## src/rtl/rf_wr_arbiter_pkg.sv

```systemverilog
// Shared constants and port encoding for the register-file write-port arbiter.
// DW must match the register file write-data width.
package rf_wr_arbiter_pkg;

  localparam int unsigned DW = 16;
  localparam int unsigned AW = 3;

  typedef enum logic {
    PORT_EX  = 1'b0,
    PORT_MEM = 1'b1
  } port_e;

endpackage

```

## src/rtl/rf_wr_slot.sv

```systemverilog
// One-entry holding buffer for a writeback requester: destination, data and an
// age flag that marks the other port's entry as older.
module rf_wr_slot #(
  parameter int unsigned DW = rf_wr_arbiter_pkg::DW,
  parameter int unsigned AW = rf_wr_arbiter_pkg::AW
) (
  input  logic          clk,
  input  logic          rst,
  input  logic          load,
  input  logic          grant,
  input  logic          clear_age,
  input  logic          set_age,
  input  logic [AW-1:0] in_reg,
  input  logic [DW-1:0] in_data,
  output logic          full,
  output logic [AW-1:0] buf_reg,
  output logic [DW-1:0] buf_data,
  output logic          age
);

  always_ff @(posedge clk) begin
    if (rst) begin
      full     <= 1'b0;
      buf_reg  <= '0;
      buf_data <= '0;
      age      <= 1'b0;
    end else if (load) begin
      // A load may coincide with a grant: the outgoing entry is replaced in place.
      full     <= 1'b1;
      buf_reg  <= in_reg;
      buf_data <= in_data;
      age      <= set_age;
    end else begin
      if (grant) begin
        full <= 1'b0;
      end
      // Once the other entry leaves, this one is the oldest.
      if (grant || clear_age) begin
        age <= 1'b0;
      end
    end
  end

endmodule

```

## src/rtl/rf_wr_arbiter.sv

```systemverilog
// Arbitrates the register file's single write port between the execute (port 0)
// and memory (port 1) writeback paths, preserving write order and flagging WAW clashes.
module rf_wr_arbiter #(
  parameter int unsigned DW = rf_wr_arbiter_pkg::DW,
  parameter int unsigned AW = rf_wr_arbiter_pkg::AW
) (
  input  logic          clk,
  input  logic          rst,
  input  logic          req0_valid,
  input  logic [AW-1:0] req0_reg,
  input  logic [DW-1:0] req0_data,
  output logic          req0_ready,
  input  logic          req1_valid,
  input  logic [AW-1:0] req1_reg,
  input  logic [DW-1:0] req1_data,
  output logic          req1_ready,
  output logic          write,
  output logic [AW-1:0] writeregsel,
  output logic [DW-1:0] writedata,
  output logic          err
);

  import rf_wr_arbiter_pkg::*;

  logic          full0, full1;
  logic          age0, age1;
  logic [AW-1:0] reg0, reg1;
  logic [DW-1:0] data0, data1;
  logic          gnt0, gnt1, flip;
  logic          acc0, acc1;
  port_e         ptr_q;

  assign req0_ready = ~full0 | gnt0;
  assign req1_ready = ~full1 | gnt1;
  assign acc0       = req0_valid & req0_ready;
  assign acc1       = req1_valid & req1_ready;

  rf_wr_slot #(.DW(DW), .AW(AW)) u_slot0 (
    .clk       (clk),
    .rst       (rst),
    .load      (acc0),
    .grant     (gnt0),
    .clear_age (gnt1),
    .set_age   (full1 & ~gnt1 & ~acc1),
    .in_reg    (req0_reg),
    .in_data   (req0_data),
    .full      (full0),
    .buf_reg   (reg0),
    .buf_data  (data0),
    .age       (age0)
  );

  rf_wr_slot #(.DW(DW), .AW(AW)) u_slot1 (
    .clk       (clk),
    .rst       (rst),
    .load      (acc1),
    .grant     (gnt1),
    .clear_age (gnt0),
    .set_age   (full0 & ~gnt0 & ~acc0),
    .in_reg    (req1_reg),
    .in_data   (req1_data),
    .full      (full1),
    .buf_reg   (reg1),
    .buf_data  (data1),
    .age       (age1)
  );

  always_comb begin
    gnt0 = 1'b0;
    gnt1 = 1'b0;
    flip = 1'b0;
    unique case ({full1, full0})
      2'b01: gnt0 = 1'b1;
      2'b10: gnt1 = 1'b1;
      2'b11: begin
        if (age0 != age1) begin
          gnt0 = ~age0;
          gnt1 = ~age1;
        end else if (reg0 == reg1) begin
          // Same-cycle WAW pair: execute result first so the load result lands last.
          gnt0 = 1'b1;
        end else begin
          flip = 1'b1;
          if (ptr_q == PORT_EX) gnt0 = 1'b1;
          else                  gnt1 = 1'b1;
        end
      end
      default: ;
    endcase
  end

  always_ff @(posedge clk) begin
    if (rst) begin
      ptr_q       <= PORT_EX;
      write       <= 1'b0;
      writeregsel <= '0;
      writedata   <= '0;
      err         <= 1'b0;
    end else begin
      write <= gnt0 | gnt1;
      if (gnt0 | gnt1) begin
        writeregsel <= gnt1 ? reg1  : reg0;
        writedata   <= gnt1 ? data1 : data0;
      end
      err <= acc0 & acc1 & (req0_reg == req1_reg);
      if (flip) begin
        ptr_q <= (ptr_q == PORT_EX) ? PORT_MEM : PORT_EX;
      end
    end
  end

endmodule

```

## config.mk

```make
export PLATFORM = sky130hd
export DESIGN_NAME = rf_wr_arbiter
export DESIGN_NICKNAME = d
export VERILOG_FILES = /design/src/rtl/rf_wr_arbiter_pkg.sv /design/src/rtl/rf_wr_slot.sv /design/src/rtl/rf_wr_arbiter.sv
export SDC_FILE = /design/constraint.sdc
export NUM_CORES = 1
export LEC_CHECK = 0
export CAP_MARGIN = 20
export CORE_MARGIN = 5
export CORE_UTILIZATION = 44
export DETAILED_ROUTE_END_ITERATION = 12
export HOLD_SLACK_MARGIN = 0.15
export PLACE_DENSITY_LB_ADDON = 0.25
export SYNTH_ARGS = -nofsm -noshare
export SYNTH_HDL_FRONTEND = slang
export SYNTH_SLANG_ARGS = --single-unit
export TNS_END_PERCENT = 50
```

## constraint.sdc

```tcl
create_clock -name clk -period 1.5 [get_ports clk]
set_input_delay 0.3 -clock clk [delete_from_list [all_inputs] [get_ports clk]]
set_output_delay 0.3 -clock clk [all_outputs]
set_load 0.01 [all_outputs]
```

# Yosys cells after proc, flatten, opt, wreduce, memory -nomap -nowiden
# Index checks and enable logic that the tools add are counted.
word_totals:
  register_bits: 64
  latch_bits: 0
  ramBits: 0
  rom_bits: 0
  inputBits: 42
  output_inout_bits: 23
  elab_cells: 63
  mem_count: 0
op_classes:
  add_sub_neg: 0
  multipliers: 0
  div_mod_pow: 0
  order_cmp: 0
  n_eq_ne: 6
  n_shift: 0
  mux: 20
  bitwise_logic: 19
  n_reduce_logical: 5
ops:
  columns: ["op", "count"]
  rows:
  - ["1-bit two-way mux", 16]
  - ["16-bit two-way mux", 1]
  - ["1-bit AND", 8]
  - ["1-bit NOT", 8]
  - ["2-bit nonzero test", 4]
  - ["3-bit equality test", 2]
  - ["2-bit equality test, second input constant", 2]
  - ["1-bit case mux with 2 select lines", 2]
  - ["3-bit two-way mux", 1]
  - ["1-bit OR", 3]
  - ["2-bit by 1-bit equality test with 1-bit output, second input constant", 1]
  - ["1-bit logical OR", 1]
  - ["1-bit != test", 1]

# Logic depth before layout (Yosys ltp)
# Gate-level depths: netlist of the first run.
depth:
  ltp_word: 9
  depth_mapped: 7
  mapped_depth_nobuf: 5

# Hierarchy
# From an unflattened synthesis of the first run, not the netlist that was laid out.
hier_totals:
  cells_unflattened: 261
  hier_area_um2: 2627.5
by_module_without_submodules:
  columns: ["mod", "n_inst", "cells_per_inst", "area_each_um2", "seq_area_each_um2"]
  rows:
  - ["rf_wr_slot", 2, 70, 737.0, 420.4]
  - ["rf_wr_arbiter", 1, 121, 1153.6, 440.4]

# Least setup slack after synthesis of the first run
# Ideal clock, no wire load.
synth_path:
  path_kind: "flip-flop to flip-flop"
  from: "register u_slot1.buf_reg[0]"
  to: "register writeregsel[0]"
  setup_time_ns: 0.128
  t_arrival_ns: 1.458
  required_time_ns: 1.372
  slack_ns: -0.086
  stages_incl_launch_ff: 8
  n_path_buf: 2
  synth_period_minus_slack_ns: 1.586
  path_cell_list: "dfxtp_1 -> xnor2_1 -> a311oi_1 -> o31ai_2 -> buf_6 -> buf_12 -> mux2i_1 -> o21ai_1"
synth_between:
  elab_chain_len: 5
  word_cells_on_any_way: 9
  classes_between: "eq/ne (1); mux (7); bitwise (1)"
synth_rtl:
  columns: ["element", "line", "rtl"]
  rows:
  - ["start, declared", "rf_wr_slot.sv:16", "output logic [AW-1:0] buf_reg,"]
  - ["start signal, assigned", "rf_wr_slot.sv:30", "buf_reg <= in_reg;"]
  - ["3-bit equality test", "rf_wr_arbiter.sv:79", "end else if (reg0 == reg1) begin"]
  - ["1-bit two-way mux", "rf_wr_arbiter.sv:79", null]
  - ["1-bit two-way mux", "rf_wr_arbiter.sv:76", "if (age0 != age1) begin"]
  - ["1-bit case mux with 2 select lines", "rf_wr_arbiter.sv:72", "unique case ({full1, full0})"]
  - ["3-bit two-way mux / 1-bit OR (equally long branches)", "rf_wr_arbiter.sv:102, rf_wr_arbiter.sv:101", null]
  - ["end signal, assigned", "rf_wr_arbiter.sv:102", "writeregsel <= gnt1 ? reg1 : reg0;"]
  - ["end, declared", "rf_wr_arbiter.sv:18", "output logic [AW-1:0] writeregsel,"]
# Several ways; a longest one is shown, not always the timed one.
# A chain may end at the register's enable or synchronous reset.

# Worst setup path after layout of the first run
layout_path:
  from: "register u_slot1.buf_reg[0]"
  to: "output port req1_ready"
layout_between:
  elab_chain_len: 5
layout_rtl:
  columns: ["element", "line", "rtl"]
  rows:
  - ["3-bit equality test", "rf_wr_arbiter.sv:79", null]
  - ["1-bit two-way mux", "rf_wr_arbiter.sv:79", null]
  - ["1-bit two-way mux", "rf_wr_arbiter.sv:76", null]
  - ["1-bit case mux with 2 select lines", "rf_wr_arbiter.sv:72", null]
  - ["1-bit OR", "rf_wr_arbiter.sv:34", "assign req1_ready = ~full1 | gnt1;"]
  - ["end, declared", "rf_wr_arbiter.sv:16", "output logic req1_ready,"]
# No other way between the ends.

==> key figures, run 1 <==
Route
  – Total Wirelength: between 7000 and 8000 um
  – Vias per cell: 5.27
  – Vias: 2429
  – Post-DRT Antenna Nets: 0
  – DRC Markers: 0
  – Number of DRC markers in iteration 0: between 100 and 150
  – Post-DR wirelength/cell: around 16 um
  – DRT Pass-1 Iters: 4

Cells and area
  – Fraction of layout cells with a size suffix above 1: 0.233
  – Ant. Diodes: 0
  – FF+latch area: 0.00129 mm^2
  – Largest regs: u_slot0.buf_data (16), u_slot1.buf_data (16), writedata (16)
  – Layout Utilization: 0.682
  – Synth-to-layout area growth: 53.2%
  – Area of the multi-input gates: between 0.001 and 0.0015 mm^2
  – Fillers: roughly 460
  – Nets: between 400 and 500

Logic synthesis
  – Syn Std Cell Area: 0.00260 mm^2
  – Count leader, synth: dfxtp_1
  – Synth cell types: 34
  – XOR/XNOR Fraction of Synth Area: 0.0264
  – Multiplexer share of the synthesized area: 0.146
  – Largest family of logic cells by synthesized area: simple AND/OR/NAND/NOR gates
  – Top cells by area in the synthesized netlist: dfxtp_1, mux2i_1, nand2_1
  – Top-area cell type share of the netlist area: 0.492
  – Seq/Total Area, Yosys: 0.492
  – Dominant cell type by area after synthesis: dfxtp_1
  – Synth async-reset ratio: 0
  – Yosys warns: 0
  – Primary FF master, synth: dfxtp_1
  – Synth cell count leaders: dfxtp_1, nand2_1, mux2i_1
  – Avg Inst Size Synth: roughly 9 um^2
  – Synth Net Count: around 330
  – Synth Area in Simple Gates: 0.166
  – #FFs+latches synth: 64
  – Post-synth EDFFs: 0
  – Complex-gate fraction of the synthesized area: 0.115
  – Post-synthesis adder-cell area fraction: 0
  – Post-Synthesis Cells: 284

Worst setup path
  – Slowest CP cell: dfxtp_2
  – WP buf/inv: 2
  – Crit. End Element: primary output
  – Required time of the worst setup path: around 1.2 ns
  – Critical Path Max Stage Delay: 0.34 ns
  – Critical path type: reg -> out
  – Critical Path Source Type: register
  – Max FO, Critical Path: 3
  – Critical path depth in cells: 5
  – Worst path cell trace: xnor2_2 > buf_4 > o2111ai_2 > and2_4 > buf_2
  – R2R depth: 9
  – CP delay by family, top: flip-flops
  – Worst Path Arrival: roughly 1.5 ns

Place
  – Gp weighted congestion: a little under 0.9
  – I/O Buffers: between 60 and 70
  – Setup WS pre-CTS: -0.334 ns
  – HPWL Detailed: around 4800 um

Timing
  – Setup violations, final: 58
  – Clock skew: 0.00527 ns
  – Min Hold Slack: 0.443 ns
  – FMAX: approximately 550 MHz
  – Tightest Pin Transition: between 0.3 and 0.4 ns
  – Final slew viol count: 0
  – Min setup slack post-route: -0.310 ns
  – Fin crit share: 1.21
  – Hold Vio Cnt, Final: 0
  – Final TNS setup: -8.00 ns
  – Worst slew margin: 0.740
  – Min cycle time layout: 1.81 ns
  – RSZ-0062 raised after global routing: yes

GRT
  – Gr ovfl total: 0
  – Vias in the first global route: roughly 2300
  – First-pass GRT wire length: 11500 um
  – Largest net degree at the start of global routing: 21
  – Initial antenna violation count: 0
  – Gr usage total: 0.198

Floorplanning
  – Die ar.: between 0.007 and 0.008 mm^2
  – Total core area: just under 0.006 mm^2
  – Initial core utilization: 0.445
  – Die H: a little under 90 um
  – # rows: 28
  – Die X: 86.9 um
  – Top-Level Pins: 65

Clock tree
  – Clock slew at reported path FFs: approximately 0.07 ns
  – Clock buffer count from CTS: 9
  – Sink Count: 64
  – Total number of H-tree levels: 3
  – CTS tree: yes
  – Root Buffer: clkbuf_8
  – Clk buf depth: 2
  – Clk_lat worst skew: 0.33 ns

Min path
  – WHS Path Cells: 2
  – Min-delay worst type: reg -> reg

Power
  – Int Pwr: 0.00304 W
  – PwrDens: 1010 mW/mm^2
  – Peak VDD IR: ~0.00065 V
  – Switching fraction of total power: 0.242
  – Total power: roughly 0.0040 W
  – Share of total power in the clock network: 0.380
  – Comb pwr share: 0.157
  – Sequential power share: 0.463
  – Leak: 1.81 nW
  – Psw: just under 0.001 W

Run
  – MaxCap Viol Count: 0

Outcome
  – Failing checks: negative setup slack
  – Outcome: finished, violations left
==> metrics by stage <==
step / cell area [um^2] / std cells
5_1_grt: 3990 / 461
2_1_floorplan: 2620 / 284
6_report: 3990 / 461
3_5_place_dp: 3580 / 440
4_1_cts: 3890 / 460
3_3_place_gp: 3580 / 440
==> repair_timing <==
| action | in CTS | in global routing |
|---|---|---|
| setup endpoints to repair | 80 | 66 |
| gates resized for setup | 45 | 20 |
| cloned | 1 | 0 |
| pin swaps | 9 | 3 |
| buffers inserted | 5 | 1 |
| hold buffers | 0 | 0 |
==> placed cells by master (no fill, tap or decap), drive strengths merged <==
cell type	n
nand3	1
o31ai	2
clkbuf	13
a31oi	1
clkdlybuf4s50	42
dlymetal6s2s	3
xor2	3
o311ai	1
and3b	1
o22ai	1
nand2	41
a31o	3
bufinv	1
xnor2	4
inv	6
dlygate4sd2	17
buf	48
and3	3
a21oi	5
nor3	1
dfxtp	64
and2	2
clkinvlp	1
a311oi	1
nor4	2
nand4	17
nand2b	1
o2111ai	2
nor2	22
o21ai	36
nor2b	3
mux2i	38
==> cell families (layout without fill, tap and decap cells) <==
family,after synthesis,in the layout
buf+inv,29,131
flops,64,64
simple gates,94,94
compound gates,52,52
mux,38,38
xor+xnor,7,7
==> power by group through the flow <==
stage	clock network, W	registers (W)	logic (W)
finish	0.00152	0.00186	0.000632
global route	0.00162	0.00187	0.000680
CTS	0.00155	0.00185	0.000604
detailed placement	0	0.00189	0.000602
global placement	0	0.00189	0.000599
floorplan	0	0.00189	0.000281
==> final cells by class <==
type | instances | share of cell area
Sequential cell | 64 | 0.324
Multi-Input combinational cell | 191 | 0.323
Timing Repair Buffer | 110 | 0.272
Clock buffer | 13 | 0.0423
Tap cell | 75 | 0.0235
Clock inverter | 2 | 0.00941
Inverter | 6 | 0.00565
==> routing by layer <==
| metal | vias up | share of wire | global-route usage |
|---|---|---|---|
| met5 | - | 0 | 0 |
| met4 | 0 | 0.023 | 0.0666 |
| met2 | 79 | 0.48 | 0.337 |
| met3 | 17 | 0.067 | 0.0454 |
| li1 | 1183 | - | - |
| met1 | 1150 | 0.43 | 0.246 |
==> worst reg2reg max path, cell delays in order (launching register included) <==
cell and delay (ns):
dfxtp_2 0.35, xnor2_4 0.23, a31oi_2 0.12, o2111ai_2 0.27, buf_6 0.17, buf_12 0.10, buf_12 0.11, buf_12 0.10
nand4_1 0.12, o21ai_0 0.10
==> final timing paths <==
kind	startpoint	endpoint	slack [ns]
hold / removal	writedata[13]	writedata[13]	0.44
hold reg to reg	writedata[13]	writedata[13]	0.44
setup / recovery	u_slot1.buf_reg[0]	req1_ready	-0.31
setup reg to reg	u_slot0.buf_reg[2]	u_slot0.buf_data[12]	-0.25
(Power assumes the default switching activity.)
==> run 2, diff against run 1 <==
--- a/config.mk
+++ b/config.mk
@@ -10,7 +10,7 @@
 export CORE_UTILIZATION = 44
 export DETAILED_ROUTE_END_ITERATION = 12
 export HOLD_SLACK_MARGIN = 0.15
-export PLACE_DENSITY_LB_ADDON = 0.25
+export PLACE_DENSITY = 0.86
 export SYNTH_ARGS = -nofsm -noshare
 export SYNTH_HDL_FRONTEND = slang
 export SYNTH_SLANG_ARGS = --single-unit
==> key figures, run 2 (synthesis gave the netlist of run 1 again) <==
Route
  – DRC Markers: 0
  – Top routing layer in use: met4
  – Post-DR wirelength/cell: ~17 um
  – DRT met1 WL: 2830 um
  – Post-DRT Antenna Nets: 0
  – Total Wirelength: roughly 7500 um
  – Number of DRC markers in iteration 0: approximately 190
  – Met2 routed WL: ~3800 um
  – DRT Pass-1 Iters: 4
  – Vias: about 2400
  – Vias per cell: around 5.4
  – Met3 Wirelength: 631 um

Timing
  – Tightest Pin Transition: approximately 0.37 ns
  – Min setup slack post-route: -0.259 ns
  – Final slew viol count: 0
  – Hold Vio Cnt, Final: 0
  – FMAX: around 570 MHz
  – Setup violations, final: between 40 and 50
  – Min cycle time layout: roughly 1.8 ns
  – Clock skew: ~0.0096 ns
  – Fin crit share: 1.17
  – RSZ-0062 raised after global routing: yes
  – Worst slew margin: 0.751

GRT
  – Vias in the first global route: 2580
  – Largest net degree at the start of global routing: 20
  – Gr usage total: 0.213
  – Gr ovfl total: 0
  – First-pass GRT wire length: ~12000 um
  – Initial antenna violation count: 0

Cells and area
  – Fillers: roughly 450
  – Nets: approximately 420
  – Ant. Diodes: 0
  – Fraction of layout cells with a size suffix above 1: 0.232
  – Commonest cells after routing, fill and taps aside: dfxtp_1, clkdlybuf4s50_1, nand2_1
  – Largest regs: u_slot0.buf_data (16), u_slot1.buf_data (16), writedata (16)
  – Synth-to-layout area growth: 46.8%
  – Final non-filler cell total: about 450
  – Commonest non-fill, non-tap cell in the layout: dfxtp_1

Worst setup path
  – Reg-to-reg setup timing slack: -0.22 ns
  – CP delay by family, top: flip-flops
  – R2R depth: 7
  – Worst path cell trace: nor2b_1 > o311ai_2 > and2_4 > buf_2
  – Slowest CP cell: dfxtp_2
  – Required time of the worst setup path: 1.20 ns
  – Crit path to: req1_ready
  – Worst Path Arrival: 1.46 ns
  – Critical Path Source Type: register
  – R2R Path End: writeregsel[1]
  – Critical path depth in cells: 4
  – Crit path launch: u_slot1.age
  – Max FO, Critical Path: 5
  – Crit. End Element: primary output
  – Critical path type: reg -> out
  – Critical Path Max Stage Delay: around 0.34 ns
  – RR Startpoint: u_slot0.buf_reg[1]
  – WP buf/inv: 1

Floorplanning
  – Total core area: a little under 0.006 mm^2
  – # rows: 28
  – Die ar.: between 0.007 and 0.008 mm^2
  – Top-Level Pins: 65
  – Die H: between 80 and 90 um
  – Die X: approximately 87 um
  – Initial core utilization: 0.445

Clock tree
  – Clock slew at reported path FFs: about 0.070 ns
  – Total number of H-tree levels: 3
  – CTS tree: yes
  – Hold buffer count at cts: 0
  – Sink Count: 64
  – Clk buf depth: 2
  – Clk_lat worst skew: 0.34 ns
  – Root Buffer: clkbuf_8
  – Clock buffer count from CTS: 9

Power
  – Psw: approximately 0.00096 W
  – Share of total power in the clock network: 0.329
  – PwrDens: around 1000 mW/mm^2
  – Comb pwr share: 0.173
  – Sequential power share: 0.498
  – Int Pwr: between 0.002 and 0.003 W
  – Peak VDD IR: between 0.0006 and 0.0007 V
  – Leak: 1.70 nW
  – Switching fraction of total power: 0.257

Place
  – I/O Buffers: 64
  – Dpl cells: about 440
  – Gp weighted congestion: just over 0.9
  – Setup WS pre-CTS: -0.375 ns
  – HPWL Detailed: 5140 um

Outcome
  – Failing checks: negative setup slack
  – Outcome: finished, violations left

Min path
  – Min-delay worst type: reg -> reg

Run
  – MaxCap Viol Count: 0
[run 2: worst register-to-register path, stage by stage, from the launching register on]
cell      delay, ns
dfxtp_2        0.34
xnor2_2        0.19
buf_4          0.16
a311oi_2       0.12
o31ai_4        0.27
buf_12         0.20
mux2i_2        0.26
o21ai_1        0.07
[run 2: timing repair]
item	CTS	global route
resized for setup	64	23
pin swaps	10	11
cloned	1	0
buffers inserted	3	0
setup endpoints to repair	80	64
[run 2: power by group through the flow]
| stage | clock, W | combinational [W] | sequential, W |
|---|---|---|---|
| 2_1_floorplan | 0 | 0.000281 | 0.00189 |
| 3_3_place_gp | 0 | 0.000585 | 0.00188 |
| 3_5_place_dp | 0 | 0.000600 | 0.00189 |
| 4_1_cts | 0.00125 | 0.000616 | 0.00185 |
| 5_1_grt | 0.00133 | 0.000693 | 0.00187 |
| 6_report | 0.00123 | 0.000645 | 0.00186 |
[run 2: final cells by class]
cell class / count / area [um^2] / share of cell area
clock buffers: 13 / 149 / 0.0390
clock inverters: 1 / 5.00 / 0.00131
inverters: 6 / 22.5 / 0.00589
multi-input cells: 191 / 1300 / 0.340
flip-flops and latches: 64 / 1290 / 0.338
well taps: 75 / 93.8 / 0.0245
repair buffers: 104 / 960 / 0.251
[run 2: layer usage]
layer	global-route usage	vias up
li1	-	1167
met1	0.245	1151
met2	0.372	103
met3	0.0416	24
met4	0.110	0
met5	0	-
[run 2: how the worst min path moves through the flow]
stage	startpoint	end	depth (start not counted)	slack, ns
after floorplan	u_slot0.buf_data[15]	u_slot0.buf_data[15]	2	0.43
after global placement	writeregsel[1]	writeregsel[1]	2	0.44
after detailed placement	writedata[12]	writedata[12]	2	0.44
after CTS	writedata[12]	writedata[12]	2	0.45
after global routing	writedata[12]	writedata[12]	2	0.47
final	writedata[12]	writedata[12]	2	0.44
[run 2: stage by stage]
stage	TNS (ns)	utilization	hold slack, ns	instance area [um^2]	power (W)
CTS	-3.90	0.642	0.448	3750	0.00372
floorplan	-0.342	-	0.428	2620	0.00217
finish	-4.79	0.653	0.444	3820	0.00373
global route	-10.22	0.653	0.472	3820	0.00389
detailed placement	-9.79	0.606	0.441	3540	0.00249
global placement	-6.92	0.606	0.437	3540	0.00247
==> run 3, diff against run 2 <==
==> constraint.sdc (replaced) <==
create_clock -name clk -period 1.5 [get_ports clk]
set_input_delay 0.3 -clock clk [delete_from_list [all_inputs] [get_ports clk]]
set_output_delay 0.3 -clock clk [all_outputs]
set_load 0.02 [all_outputs]
==> key figures, run 3 (synthesis gave the netlist of run 1 again) <==
Outcome
  – Outcome: finished, violations left
  – Failing checks: negative setup slack

Timing
  – Min setup slack post-route: -0.288 ns
  – Worst slew margin: 0.739
  – Final TNS setup: -10.56 ns
  – Clock skew: about 0.011 ns
  – Tightest Pin Transition: roughly 0.39 ns
  – Fin crit share: 1.19
  – Setup violations, final: 62
  – RSZ-0062 raised after global routing: yes
  – Final slew viol count: 0
  – Min cycle time layout: 1.79 ns
  – Hold Vio Cnt, Final: 0
  – FMAX: ~560 MHz

Route
  – Number of DRC markers in iteration 0: between 150 and 200
  – DRT Pass-1 Iters: 5
  – Vias: approximately 2500
  – Vias per cell: ~5.5
  – Total Wirelength: just over 8000 um
  – Post-DR wirelength/cell: about 18 um
  – DRC Markers: 0
  – Post-DRT Antenna Nets: 0

Cells and area
  – Largest regs: u_slot0.buf_data (16), u_slot1.buf_data (16), writedata (16)
  – Fraction of layout cells with a size suffix above 1: 0.262
  – Nets: roughly 420
  – Final non-filler cell total: 460
  – Commonest cells after routing, fill and taps aside: dfxtp_1, nand2_1, clkdlybuf4s50_1
  – Commonest non-fill, non-tap cell in the layout: dfxtp_1
  – Synth-to-layout area growth: 52.1%
  – Ant. Diodes: 0

Power
  – Switching fraction of total power: 0.265
  – PwrDens: just under 1000 mW/mm^2
  – Peak VDD IR: roughly 0.00062 V
  – Psw: around 0.0010 W
  – Share of total power in the clock network: 0.350
  – Leak: ~1.7 nW
  – Comb pwr share: 0.176
  – Int Pwr: approximately 0.0029 W
  – Sequential power share: 0.474

GRT
  – Initial antenna violation count: 0
  – Largest net degree at the start of global routing: 15
  – Gr ovfl total: 0
  – Gr usage total: 0.213
  – First-pass GRT wire length: 12100 um
  – Vias in the first global route: roughly 2600

Floorplanning
  – Total core area: 0.00585 mm^2
  – Die X: slightly below 90 um
  – Top-Level Pins: 65
  – Die H: 86.9 um
  – Initial core utilization: 0.445
  – # rows: 28
  – Die ar.: 0.00756 mm^2

Clock tree
  – Clk_lat worst skew: roughly 0.35 ns
  – Total number of H-tree levels: 3
  – Root Buffer: clkbuf_8
  – Sink Count: 64
  – Hold buffer count at cts: 0
  – Clock slew at reported path FFs: about 0.07 ns
  – Clock buffer count from CTS: 9
  – Clk buf depth: 2
  – CTS tree: yes

Worst setup path
  – Max FO, Critical Path: 11
  – Critical Path Source Type: register
  – Required time of the worst setup path: roughly 1.7 ns
  – Critical path type: reg -> reg
  – Crit. End Element: register
  – Worst Path Arrival: roughly 2.0 ns

Place
  – HPWL Detailed: 5180 um
  – Gp weighted congestion: approximately 0.9
  – Dpl cells: 439
  – I/O Buffers: 64

Min path
  – Min-delay worst type: reg -> reg

Run
  – MaxCap Viol Count: 0
-- run 3: metal layers --
layer,vias to the layer above,wire [um],track usage,part of all wire
met5,-,0,0,0
met4,0,229,0.102,0.028
met3,29,575,0.0681,0.071
met2,112,4120,0.371,0.51
met1,1206,3150,0.233,0.39
li1,1180,-,-,-
-- run 3: worst max-delay path, stage by stage, from the launching register on --
cell      delay, ns
dfxtp_2        0.35
xnor2_2        0.18
buf_4          0.16
a311oi_2       0.15
o31ai_4        0.29
buf_12         0.20
mux2i_2        0.26
o21ai_1        0.08
-- run 3: final cells by class --
| class | count | area, um^2 |
|---|---|---|
| flip-flops and latches | 64 | 1300 |
| repair buffers | 109 | 1010 |
| multi-input cells | 191 | 1360 |
| inverters | 6 | 22.5 |
| clock inverters | 2 | 13.8 |
| clock buffers | 13 | 169 |
| well taps | 75 | 93.8 |
| fillers | 439 | 1890 |
-- run 3: path summary, 6_finish.rpt --
check / from / to / slack [ns] / depth (start not counted)
hold reg to reg: writedata[13] / writedata[13] / 0.44 / 2
setup reg to reg: u_slot1.buf_reg[1] / writeregsel[1] / -0.29 / 7
setup / recovery: u_slot1.buf_reg[1] / writeregsel[1] / -0.29 / 7
hold / removal: writedata[13] / writedata[13] / 0.44 / 2
-- run 3: power groups by stage --
stage | Clock [W] | Combinational (W) | Sequential [W]
floorplan | 0 | 0.000282 | 0.00191
global placement | 0 | 0.000608 | 0.00188
detailed placement | 0 | 0.000622 | 0.00189
CTS | 0.00139 | 0.000650 | 0.00185
global route | 0.00148 | 0.000729 | 0.00186
finish | 0.00137 | 0.000687 | 0.00185
-- run 3: metrics by stage --
step                utilization  total power [W]  hold WS (ns)  area [um^2]  setup slack, ns
CTS                       0.666          0.00389         0.448         3900           -0.269
global route              0.677          0.00407         0.467         3960           -0.339
finish                    0.677          0.00391         0.444         3960           -0.288
floorplan                     -          0.00219         0.428         2620          -0.0345
detailed placement        0.608          0.00251         0.441         3560           -0.454
global placement          0.608          0.00249         0.438         3560           -0.383
-- run 3: repair_timing --
| action | 4_1_cts | 5_1_grt |
|---|---|---|
| setup endpoints to repair | 83 | 63 |
| gates cloned | 1 | 0 |
| buffers inserted | 5 | 0 |
| pin swaps | 24 | 1 |
| gates resized for setup | 88 | 17 |
